==> src/rtl/uart_pkg.sv <==
// Shared UART constants and the byte type used between receiver and buffer.
package uart_pkg;
   localparam int UART_DATA_W        = 8;
   localparam int UART_RX_FIFO_DEPTH = 16;
   typedef logic [UART_DATA_W-1:0] uart_byte_t;
endpackage

==> src/rtl/fifo_mem.sv <==
// DEPTH x DATA storage: one synchronous write port, one asynchronous read port.
// No reset on the array; the owner gates the read data with its own valid flag.
module fifo_mem #(
   parameter int  DATA   = 8,
   parameter int  DEPTH  = 16,
   localparam int ADDR_W = $clog2(DEPTH)
) (
   input  logic              i_divided_clk,
   input  logic              i_wr_en,
   input  logic [ADDR_W-1:0] i_wr_idx,
   input  logic [DATA-1:0]   i_wr_data,
   input  logic [ADDR_W-1:0] i_rd_idx,
   output logic [DATA-1:0]   o_rd_data
);
   logic [DATA-1:0] mem [DEPTH];

   always_ff @(posedge i_divided_clk) begin
      if (i_wr_en) mem[i_wr_idx] <= i_wr_data;
   end

   assign o_rd_data = mem[i_rd_idx];
endmodule

==> src/rtl/uart_rx_fifo.sv <==
// UART RX byte buffer: captures on ready rising edge, FWFT head one cycle after the edge; no
// backpressure to the receiver, a byte arriving while full is dropped and sets sticky overflow. Optional: UART_RX_FIFO_COUNT_EN.
module uart_rx_fifo
   import uart_pkg::*;
#(
   parameter int  DATA   = UART_DATA_W,
   parameter int  DEPTH  = UART_RX_FIFO_DEPTH,
   localparam int ADDR_W = $clog2(DEPTH)
) (
   input  logic            i_divided_clk,
   input  logic            i_rst,
   input  logic            i_en,
   input  logic [DATA-1:0] i_rx_data,
   input  logic            i_rx_ready,
   input  logic            i_pop,
   input  logic            i_clr_overflow,
   output logic [DATA-1:0] o_data,
   output logic            o_valid,
   output logic            o_full,
`ifdef UART_RX_FIFO_COUNT_EN
   output logic [ADDR_W:0] o_count,
   output logic            o_half,
`endif
   output logic            o_overflow
);
   localparam logic [ADDR_W:0] PTR_ONE = (ADDR_W+1)'(1);

   logic [ADDR_W:0] wr_ptr, rd_ptr;
   logic            ready_q;
   logic            overflow_q;
   logic            empty, full;
   logic            push_req, pop_ok, push_ok;
   logic [DATA-1:0] head_data;

   // Pointers carry an extra wrap bit so full and empty are distinguishable.
   assign empty    = (wr_ptr == rd_ptr);
   assign full     = (wr_ptr[ADDR_W-1:0] == rd_ptr[ADDR_W-1:0]) &&
                     (wr_ptr[ADDR_W] != rd_ptr[ADDR_W]);
   assign push_req = i_rx_ready & ~ready_q & i_en;
   assign pop_ok   = i_pop & ~empty;
   assign push_ok  = push_req & (~full | pop_ok);

   always_ff @(posedge i_divided_clk or posedge i_rst) begin
      if (i_rst) begin
         wr_ptr     <= '0;
         rd_ptr     <= '0;
         ready_q    <= 1'b1;
         overflow_q <= 1'b0;
      end else begin
         ready_q <= i_rx_ready;
         if (push_ok) wr_ptr <= wr_ptr + PTR_ONE;
         if (pop_ok)  rd_ptr <= rd_ptr + PTR_ONE;
         if (push_req & full & ~pop_ok) overflow_q <= 1'b1;
         else if (i_clr_overflow)       overflow_q <= 1'b0;
      end
   end

   fifo_mem #(.DATA(DATA), .DEPTH(DEPTH)) u_mem (
      .i_divided_clk (i_divided_clk),
      .i_wr_en       (push_ok),
      .i_wr_idx      (wr_ptr[ADDR_W-1:0]),
      .i_wr_data     (i_rx_data),
      .i_rd_idx      (rd_ptr[ADDR_W-1:0]),
      .o_rd_data     (head_data)
   );

   // Stale or uninitialised entries never leak out while empty.
   assign o_data     = empty ? '0 : head_data;
   assign o_valid    = ~empty;
   assign o_full     = full;
   assign o_overflow = overflow_q;

`ifdef UART_RX_FIFO_COUNT_EN
   logic [ADDR_W:0] count_q;

   always_ff @(posedge i_divided_clk or posedge i_rst) begin
      if (i_rst) begin
         count_q <= '0;
      end else if (push_ok & ~pop_ok) begin
         count_q <= count_q + PTR_ONE;
      end else if (pop_ok & ~push_ok) begin
         count_q <= count_q - PTR_ONE;
      end
   end

   assign o_count = count_q;
   assign o_half  = (count_q >= (ADDR_W+1)'(DEPTH/2));
`endif
endmodule

==> config.mk <==
export PLATFORM = sky130hd
export DESIGN_NAME = uart_rx_fifo
export DESIGN_NICKNAME = d
export VERILOG_FILES = /design/src/rtl/uart_pkg.sv /design/src/rtl/fifo_mem.sv /design/src/rtl/uart_rx_fifo.sv
export SDC_FILE = /design/constraint.sdc
export NUM_CORES = 1
export LEC_CHECK = 0
export CAP_MARGIN = 20
export CORE_MARGIN = 1.5
export CORE_UTILIZATION = 50
export CTS_BUF_LIST = sky130_fd_sc_hd__clkbuf_16
export CTS_CLUSTER_DIAMETER = 40
export DETAILED_ROUTE_END_ITERATION = 6
export PLACE_DENSITY = 0.64
export SETUP_SLACK_MARGIN = 0.1
export SLEW_MARGIN = 15
export SYNTH_ARGS = -nofsm -noshare
export SYNTH_HDL_FRONTEND = slang
export SYNTH_SLANG_ARGS = --single-unit
==> constraint.sdc <==
create_clock -name i_divided_clk -period 4.35 [get_ports i_divided_clk]
set_input_delay 0.435 -clock i_divided_clk [delete_from_list [all_inputs] [get_ports i_divided_clk]]
set_output_delay 0.435 -clock i_divided_clk [all_outputs]
set_load 0.1 [all_outputs]
==> impl_metrics.prom <==
# TYPE chip_impl_metric gauge
chip_impl_info{name="outcome",value="completed"} 1
chip_impl_info{name="cell_type_of_the_slowest_stage_on_the_worst_timing_path",value="sky130_fd_sc_hd__dfrtp_2"} 1
chip_impl_metric{name="grt_pass1_wl",unit="um"} 16400
chip_impl_metric{name="switchingPower",unit="uW"} 1880
chip_impl_metric{name="first_pass_iters",unit=""} 4
chip_impl_metric{name="p_sw_frac",unit=""} 0.375
chip_impl_metric{name="rows",unit=""} 38
chip_impl_metric{name="timing.final.max_slew_violations",unit=""} 0
chip_impl_metric{name="timing.final.crit_period",unit="ns"} 3.20
chip_impl_metric{name="cts.sinks",unit=""} 140
chip_impl_info{name="hp-class",value="in2async"} 1
chip_impl_info{name="ys_top_cells_by_area",value="sky130_fd_sc_hd__edfxtp_1, sky130_fd_sc_hd__mux4_2, sky130_fd_sc_hd__dfrtp_1, sky130_fd_sc_hd__a22oi_1, sky130_fd_sc_hd__and3_1"} 1
chip_impl_metric{name="area_growth",unit="%"} 17.5
chip_impl_metric{name="grt_start_max_net_pins",unit=""} 31
chip_impl_metric{name="post_synth_cell_types",unit=""} 32
chip_impl_metric{name="synth.net_count",unit=""} 298
chip_impl_metric{name="routed_wirelength",unit="um"} 10900
chip_impl_info{name="mostFrequentLayoutCell",value="sky130_fd_sc_hd__edfxtp_1"} 1
chip_impl_metric{name="fin_cells",unit=""} 462
chip_impl_metric{name="synth_enable_flop_cells",unit=""} 128
chip_impl_metric{name="post_synth_inst_count",unit=""} 279
chip_impl_metric{name="antenna_found_initial",unit=""} 0
chip_impl_metric{name="hold_buf_count_cts",unit=""} 0
chip_impl_metric{name="fin_setup_tns",unit="ns"} 0
chip_impl_metric{name="synth_area_per_cell",unit="um^2"} 20.0
chip_impl_metric{name="die_h",unit="um"} 109
chip_impl_metric{name="cts_buffer_depth",unit=""} 2
chip_impl_metric{name="detailed_place_hpwl",unit="um"} 7060
chip_impl_metric{name="yosysWarningCount",unit=""} 0
chip_impl_metric{name="fp.dieArea",unit="um^2"} 11800
chip_impl_metric{name="cts-buffers-inserted",unit=""} 17
chip_impl_metric{name="drcViolationCount",unit=""} 0
chip_impl_metric{name="gr-total-overflow",unit=""} 0
chip_impl_info{name="timing.critical_path.mode_cell",value="sky130_fd_sc_hd__buf_4"} 1
chip_impl_metric{name="hold_viol",unit=""} 0
chip_impl_info{name="startpoint_type",value="flip-flop"} 1
chip_impl_metric{name="preCtsSetupSlack",unit="ns"} 1.53
chip_impl_metric{name="route.detailed.wl_per_inst",unit="um"} 23.6
chip_impl_info{name="worst-setup-path-type",value="reg2out"} 1
chip_impl_metric{name="die_width",unit="um"} 109
chip_impl_metric{name="yosys_register_bits",unit=""} 140
chip_impl_metric{name="starting_density",unit=""} 0.514
chip_impl_metric{name="power.sequential.fraction",unit=""} 0.336
chip_impl_metric{name="route.vias.total",unit=""} 2702
chip_impl_metric{name="combPwrFrac",unit=""} 0.354
chip_impl_metric{name="worst_slack",unit="ns"} 1.15
chip_impl_info{name="crit_chain",value="buf_4 > mux4_2 > a22oi_1 > a21oi_1 > buf_4"} 1
chip_impl_metric{name="max_clock_freq",unit="MHz"} 312
chip_impl_metric{name="place.detailed.instances",unit=""} 430
chip_impl_metric{name="clock_tree.htree_level_count",unit=""} 4
chip_impl_metric{name="cp.required",unit="ns"} 3.91
chip_impl_metric{name="viasPerCell",unit=""} 5.85
chip_impl_metric{name="worst_ir_drop_vdd",unit="mV"} 1.16
chip_impl_metric{name="route.antenna.remaining_nets",unit=""} 0
chip_impl_metric{name="arrival",unit="ns"} 2.77
chip_impl_info{name="tritoncts_clock_tree",value="yes"} 1
chip_impl_metric{name="design.portCount",unit=""} 25
chip_impl_metric{name="gp_congestion",unit=""} 0.756
chip_impl_metric{name="regArea",unit="um^2"} 4150
chip_impl_metric{name="cts.repair.resized",unit=""} 0
chip_impl_info{name="yosysTopAreaCell",value="sky130_fd_sc_hd__edfxtp_1"} 1
chip_impl_metric{name="clock_insertion_delay_worst_skew",unit="ns"} 0.40
chip_impl_metric{name="clock_group_share_of_total_power",unit=""} 0.309
chip_impl_metric{name="finalSetupViolCount",unit=""} 0
chip_impl_metric{name="multi_input_comb_area",unit="um^2"} 1340
chip_impl_info{name="cts.root.buffer_cell",value="sky130_fd_sc_hd__clkbuf_16"} 1
chip_impl_metric{name="drive_above_1_share",unit=""} 0.261
chip_impl_metric{name="drt_iter0_markers",unit=""} 190
chip_impl_metric{name="worst_slew_margin",unit=""} 0.350
chip_impl_metric{name="core_area",unit="um^2"} 10900
chip_impl_metric{name="internal_power_component",unit="uW"} 3140
chip_impl_metric{name="buffers_added_on_ports",unit=""} 24
chip_impl_metric{name="antenna-diode-count",unit=""} 0
chip_impl_metric{name="max_slew.worst_pin.slew",unit="ns"} 0.972
chip_impl_info{name="cp-end-kind",value="primary output"} 1
chip_impl_metric{name="clkTransAtPathRegs",unit="ns"} 0.06
chip_impl_metric{name="cts.repair_timing.setup_buffer_count",unit=""} 0
chip_impl_metric{name="synth_async_sr_flop_share",unit=""} 0.0857
chip_impl_metric{name="design.final.nets",unit=""} 328
chip_impl_metric{name="global_routing_usage_summed_across_all_routing_layers",unit=""} 0.202
chip_impl_metric{name="total_leakage_power",unit="uW"} 0.00224
chip_impl_metric{name="grt_pass1_vias",unit=""} 2702
chip_impl_metric{name="num-fill-cells",unit=""} 777
chip_impl_metric{name="largest_fanout_on_the_critical_path",unit=""} 20
chip_impl_info{name="postSynth.topFlopCell",value="sky130_fd_sc_hd__edfxtp_1"} 1
chip_impl_info{name="layout.cells.most_common_list",value="sky130_fd_sc_hd__edfxtp_1, sky130_fd_sc_hd__mux4_2, sky130_fd_sc_hd__clkbuf_16"} 1
chip_impl_metric{name="proportion_of_synthesized_chip_area_in_sequential_cells",unit=""} 0.741
chip_impl_metric{name="worst_clock_skew",unit="ns"} 0.0107
chip_impl_metric{name="pwr_density_cell",unit="nW/um^2"} 764
chip_impl_metric{name="final.period_utilization",unit=""} 0.736
chip_impl_info{name="grt_setup_unrepaired",value="no"} 1
chip_impl_metric{name="drv_cap",unit=""} 0
chip_impl_metric{name="cp_slowest_stage_delay",unit="ns"} 0.82
chip_impl_metric{name="synth_top_area_frac",unit=""} 0.687
chip_impl_metric{name="synth.cell_area",unit="um^2"} 5590
cells by family after synthesis:
kind of cell    count (synthesis)  synth area share
mux                            33             0.131
simple gates                   39            0.0443
flops                         140             0.741
fa+ha+maj                       5            0.0112
compound gates                 27            0.0327
buf+inv                        22            0.0195
xor+xnor                       13            0.0204
synthesized netlist by cell type, types with 2 or more instances:
cell type	n
sky130_fd_sc_hd__a21oi_1	8
sky130_fd_sc_hd__a22oi_1	16
sky130_fd_sc_hd__and2_1	2
sky130_fd_sc_hd__and3_1	14
sky130_fd_sc_hd__buf_1	3
sky130_fd_sc_hd__buf_2	9
sky130_fd_sc_hd__buf_6	2
sky130_fd_sc_hd__clkbuf_1	3
sky130_fd_sc_hd__dfrtp_1	11
sky130_fd_sc_hd__edfxtp_1	128
sky130_fd_sc_hd__ha_1	5
sky130_fd_sc_hd__inv_1	4
sky130_fd_sc_hd__mux4_2	32
sky130_fd_sc_hd__nand2_1	3
sky130_fd_sc_hd__nand4_1	2
sky130_fd_sc_hd__nor2_1	6
sky130_fd_sc_hd__nor2b_1	5
sky130_fd_sc_hd__xnor2_1	5
sky130_fd_sc_hd__xor2_1	8
layer usage:
metal | wire length, um | track usage | vias up
met2 | 5450 | 0.316 | 75
met1 | 4780 | 0.283 | 1425
li1 | - | - | 1196
met4 | 92 | 0.0620 | 0
met3 | 583 | 0.0514 | 6
met5 | 0 | 0 | -
state kept, by name, summed over array words and instances, names as in the netlist:
signal / flops
o_overflow: 1
u_mem.mem: 128
ready_q: 1
wr_ptr: 5
rd_ptr: 5
final timing paths:
kind,startpoint,endpoint,slack (ns),cells after the start
setup reg to reg,rd_ptr[0]$_DFFE_PP0P_,u_mem.mem[7][0]$_DFFE_PP_,1.53,4
hold reg to reg,rd_ptr[4]$_DFFE_PP0P_,rd_ptr[4]$_DFFE_PP0P_,0.49,1
max in group asynchronous,i_rst,rd_ptr[0]$_DFFE_PP0P_,3.67,2
setup / recovery,rd_ptr[0]$_DFFE_PP0P_,o_data[4],1.15,5
min in group i_divided_clk,i_rx_ready,ready_q$_DFF_PP1_,0.47,1
hold / removal,i_rst,wr_ptr[0]$_DFFE_PP0P_,0.34,2
stage by stage:
step | total power (uW) | area, um^2 | hold slack (ns) | util
floorplan | 3100 | 5590 | 0.299 | -
global placement | 3490 | 5920 | 0.480 | 0.544
detailed placement | 3510 | 5920 | 0.482 | 0.544
CTS | 5060 | 6570 | 0.336 | 0.604
global route | 5210 | 6570 | 0.384 | 0.604
finish | 5020 | 6570 | 0.338 | 0.604
final cells by class:
cell class                      count  share of cell area
Clock inverter                     15              0.0337
Clock buffer                       17              0.0647
Inverter                            5             0.00286
Tap cell                          140              0.0267
Timing Repair Buffer               28              0.0373
Multi-Input combinational cell    117               0.204
Sequential cell                   140               0.631
worst max-delay path: cells and delay by family (launching register included):
kind	cells	cell delay [ns]
flip-flops	1	0.82
buffers and inverters	2	0.62
multiplexers	1	0.53
AO/OA/AOI/OAI	2	0.37
power by group through the flow:
stage          combinational (uW)  sequential (uW)  clock (uW)
3_3_place_gp                 1780             1720           0
5_1_grt                      1870             1710        1630
6_report                     1780             1690        1550
2_1_floorplan                1490             1610           0
3_5_place_dp                 1790             1720           0
4_1_cts                      1790             1690        1570
Power figures use the tool's default switching activity.
==> RTL edit: new RTL, config.mk and constraints unchanged <==
The option `UART_RX_FIFO_COUNT_EN` is turned on by a define.
--- a/src/rtl/uart_rx_fifo.sv
+++ b/src/rtl/uart_rx_fifo.sv
@@ -1,4 +1,6 @@
 // UART RX byte buffer: captures on ready rising edge, FWFT head one cycle after the edge; no
 // backpressure to the receiver, a byte arriving while full is dropped and sets sticky overflow. Optional: UART_RX_FIFO_COUNT_EN.
+`define UART_RX_FIFO_COUNT_EN
+
 module uart_rx_fifo
    import uart_pkg::*;
Function (old outputs only; new: o_count and o_half): kept (equiv_simple and equiv_induct, registers matched by name and starting in step).
==> RTL edit against the unedited design <==
- the run now ends with DRC left
- via count up 7.4%
- setup slack better by 110 ps
- wire length up 5.5%
- critical path type unchanged
- final area up 5.1%
- sequential cell count up 5
- synthesized area up 6.3%
Power is not shown: default switching activity piles up to over one toggle a cycle in this logic, so the estimate is an artifact.
==> RTL edit: results (changes against the unedited design) <==
Layout
  – Clock network area share: 8.351% (-1.5 points)
  – Non-clk buf share: 4.312% (+0.58 points)
  – Post-Layout Cell Count: 502 (+8.7%)
  – FF+latch count: 145 (+3.6%)
  – Multi-input gates: 142 (+21%)
  – Layout cells sized above 1: 22.28% (-3.8 points)
  – Nets: 370 (+13%)
  – Max FFs per register: 128 (unchanged)
  – Register area: 4272 um2 (+3.0%)
  – Reg with most FFs: u_mem.mem
  – Multi-input logic area: 1555 um2 (+16%)
  – Fillers: 860 (+11%)
  – Number of non-clock buffers: 33 (+18%)
  – Non-clk invs: 7 (+2)
  – Antenna cell count: 0 (unchanged)

Clocking
  – CTS root buf: clkbuf_16
  – Clk slew on worst S/H paths: 60 ps (about the same)
  – Skew-Pair Late Insertion Delay: 410 ps

Timing
  – WHS: 423.5 ps (+85.72 ps)
  – Worst Tran Pin Value: 979.5 ps (+7.497 ps)
  – Layout Skew: 8.097 ps (-2.555 ps)

Route
  – Total number of vias: 2903 (+7.4%)
  – TritonRoute pass-1 iters: 6 (+2)
  – Final wirelength: 11500 um (+5.5%)
  – Post-route DRC: 2 (+2)
  – Drt initial violations: 214 (+13%)

Logic synthesis
  – Synth cell types: 35 (+9.4%)
  – Seq/Total Area, Yosys: 71.82% (-2.3 points)
  – Syn Inst Count: 311 (+11%)
  – Ys async rst share: 11.72% (+3.2 points)
  – Net count after synthesis: 335 (+12%)
  – Synth area leaders: edfxtp_1 (65%), mux4_2 (12%), dfrtp_1 (6.7%), a22oi_1 (2.0%), ha_1 (1.9%)
  – Post-synth top cells: edfxtp_1 (128), mux4_2 (32), a21oi_1 (16), a22oi_1 (16), dfrtp_1 (16)

Place
  – Gp weighted congestion: 0.7763 (+2.7%)
  – Placed wire-length estimate: 7015 um (-0.58%)
  – Placed cell count: 470 (+9.3%)
  – Port bufs: 30 (+25%)

Global routing
  – Vias in the first global route: 3098 (+15%)
  – First-pass GRT wire length: 18040 um (+10%)
  – Largest net degree at the start of global routing: 36 (+16%)
  – GRT Overall Usage: 20.06% (-0.16 points)

Setup path
  – End of the critical path: o_data[0]
  – Largest stage delay, worst path: 590 ps (-230 ps)
  – Worst setup startpoint: rd_ptr[0]$_DFFE_PP0N_
  – R2r endpoint: o_count[4]$_DFFE_PP0P_
  – Worst r2r src: wr_ptr[1]$_DFFE_PP0P_
  – CP top delay family: buffers and inverters
  – CP max stage cell: mux4_2
  – CP Data Arrival Time: 2660 ps (-110 ps)
  – Worst Reg-to-Reg Cells: 11 (+7)
  – FF-to-FF setup slack: 1260 ps (-270 ps)
  – Crit-path max FO: 35 (+75%)

Status
  – Status: finished, violations left
  – Failing checks: DRC
-- RTL edit: changes by cell type in the layout (fill, tap and decap cells not counted), moves of 4 or more --
cell	before	now
a21oi_1	8	16
clkdlybuf4s50_1	14	20
dfrtp_1	10	15
ha_1	5	9
inv_1	5	9
xor2_1	8	12
-- RTL edit: per-stage QoR --
| stage | instance area (um2) | setup slack (ps) |
|---|---|---|
| after global placement | 6330 | 1274 |
| after floorplan | 5946 | 1171 |
| after CTS | 6907 | 1203 |
| after detailed placement | 6330 | 1161 |
| final | 6907 | 1253 |
| after global routing | 6907 | 991.1 |
-- RTL edit: layer usage --
layer	part of all wire [%]	global-route usage (%)
met4	0.85	6.920
met2	49	32.43
met3	5.8	4.428
met1	44	27.56
met5	0	0
-- RTL edit: cells by family after synthesis --
group	Yosys count	synth area share [%]
AND/OR/NAND/NOR	40	4.061
buffers and inverters	24	2.020
adder cells (fa/ha/maj)	10	2.231
XOR/XNOR	17	2.630
multiplexers	36	12.92
flip-flops	145	71.82
AO/OA/AOI/OAI	39	4.314
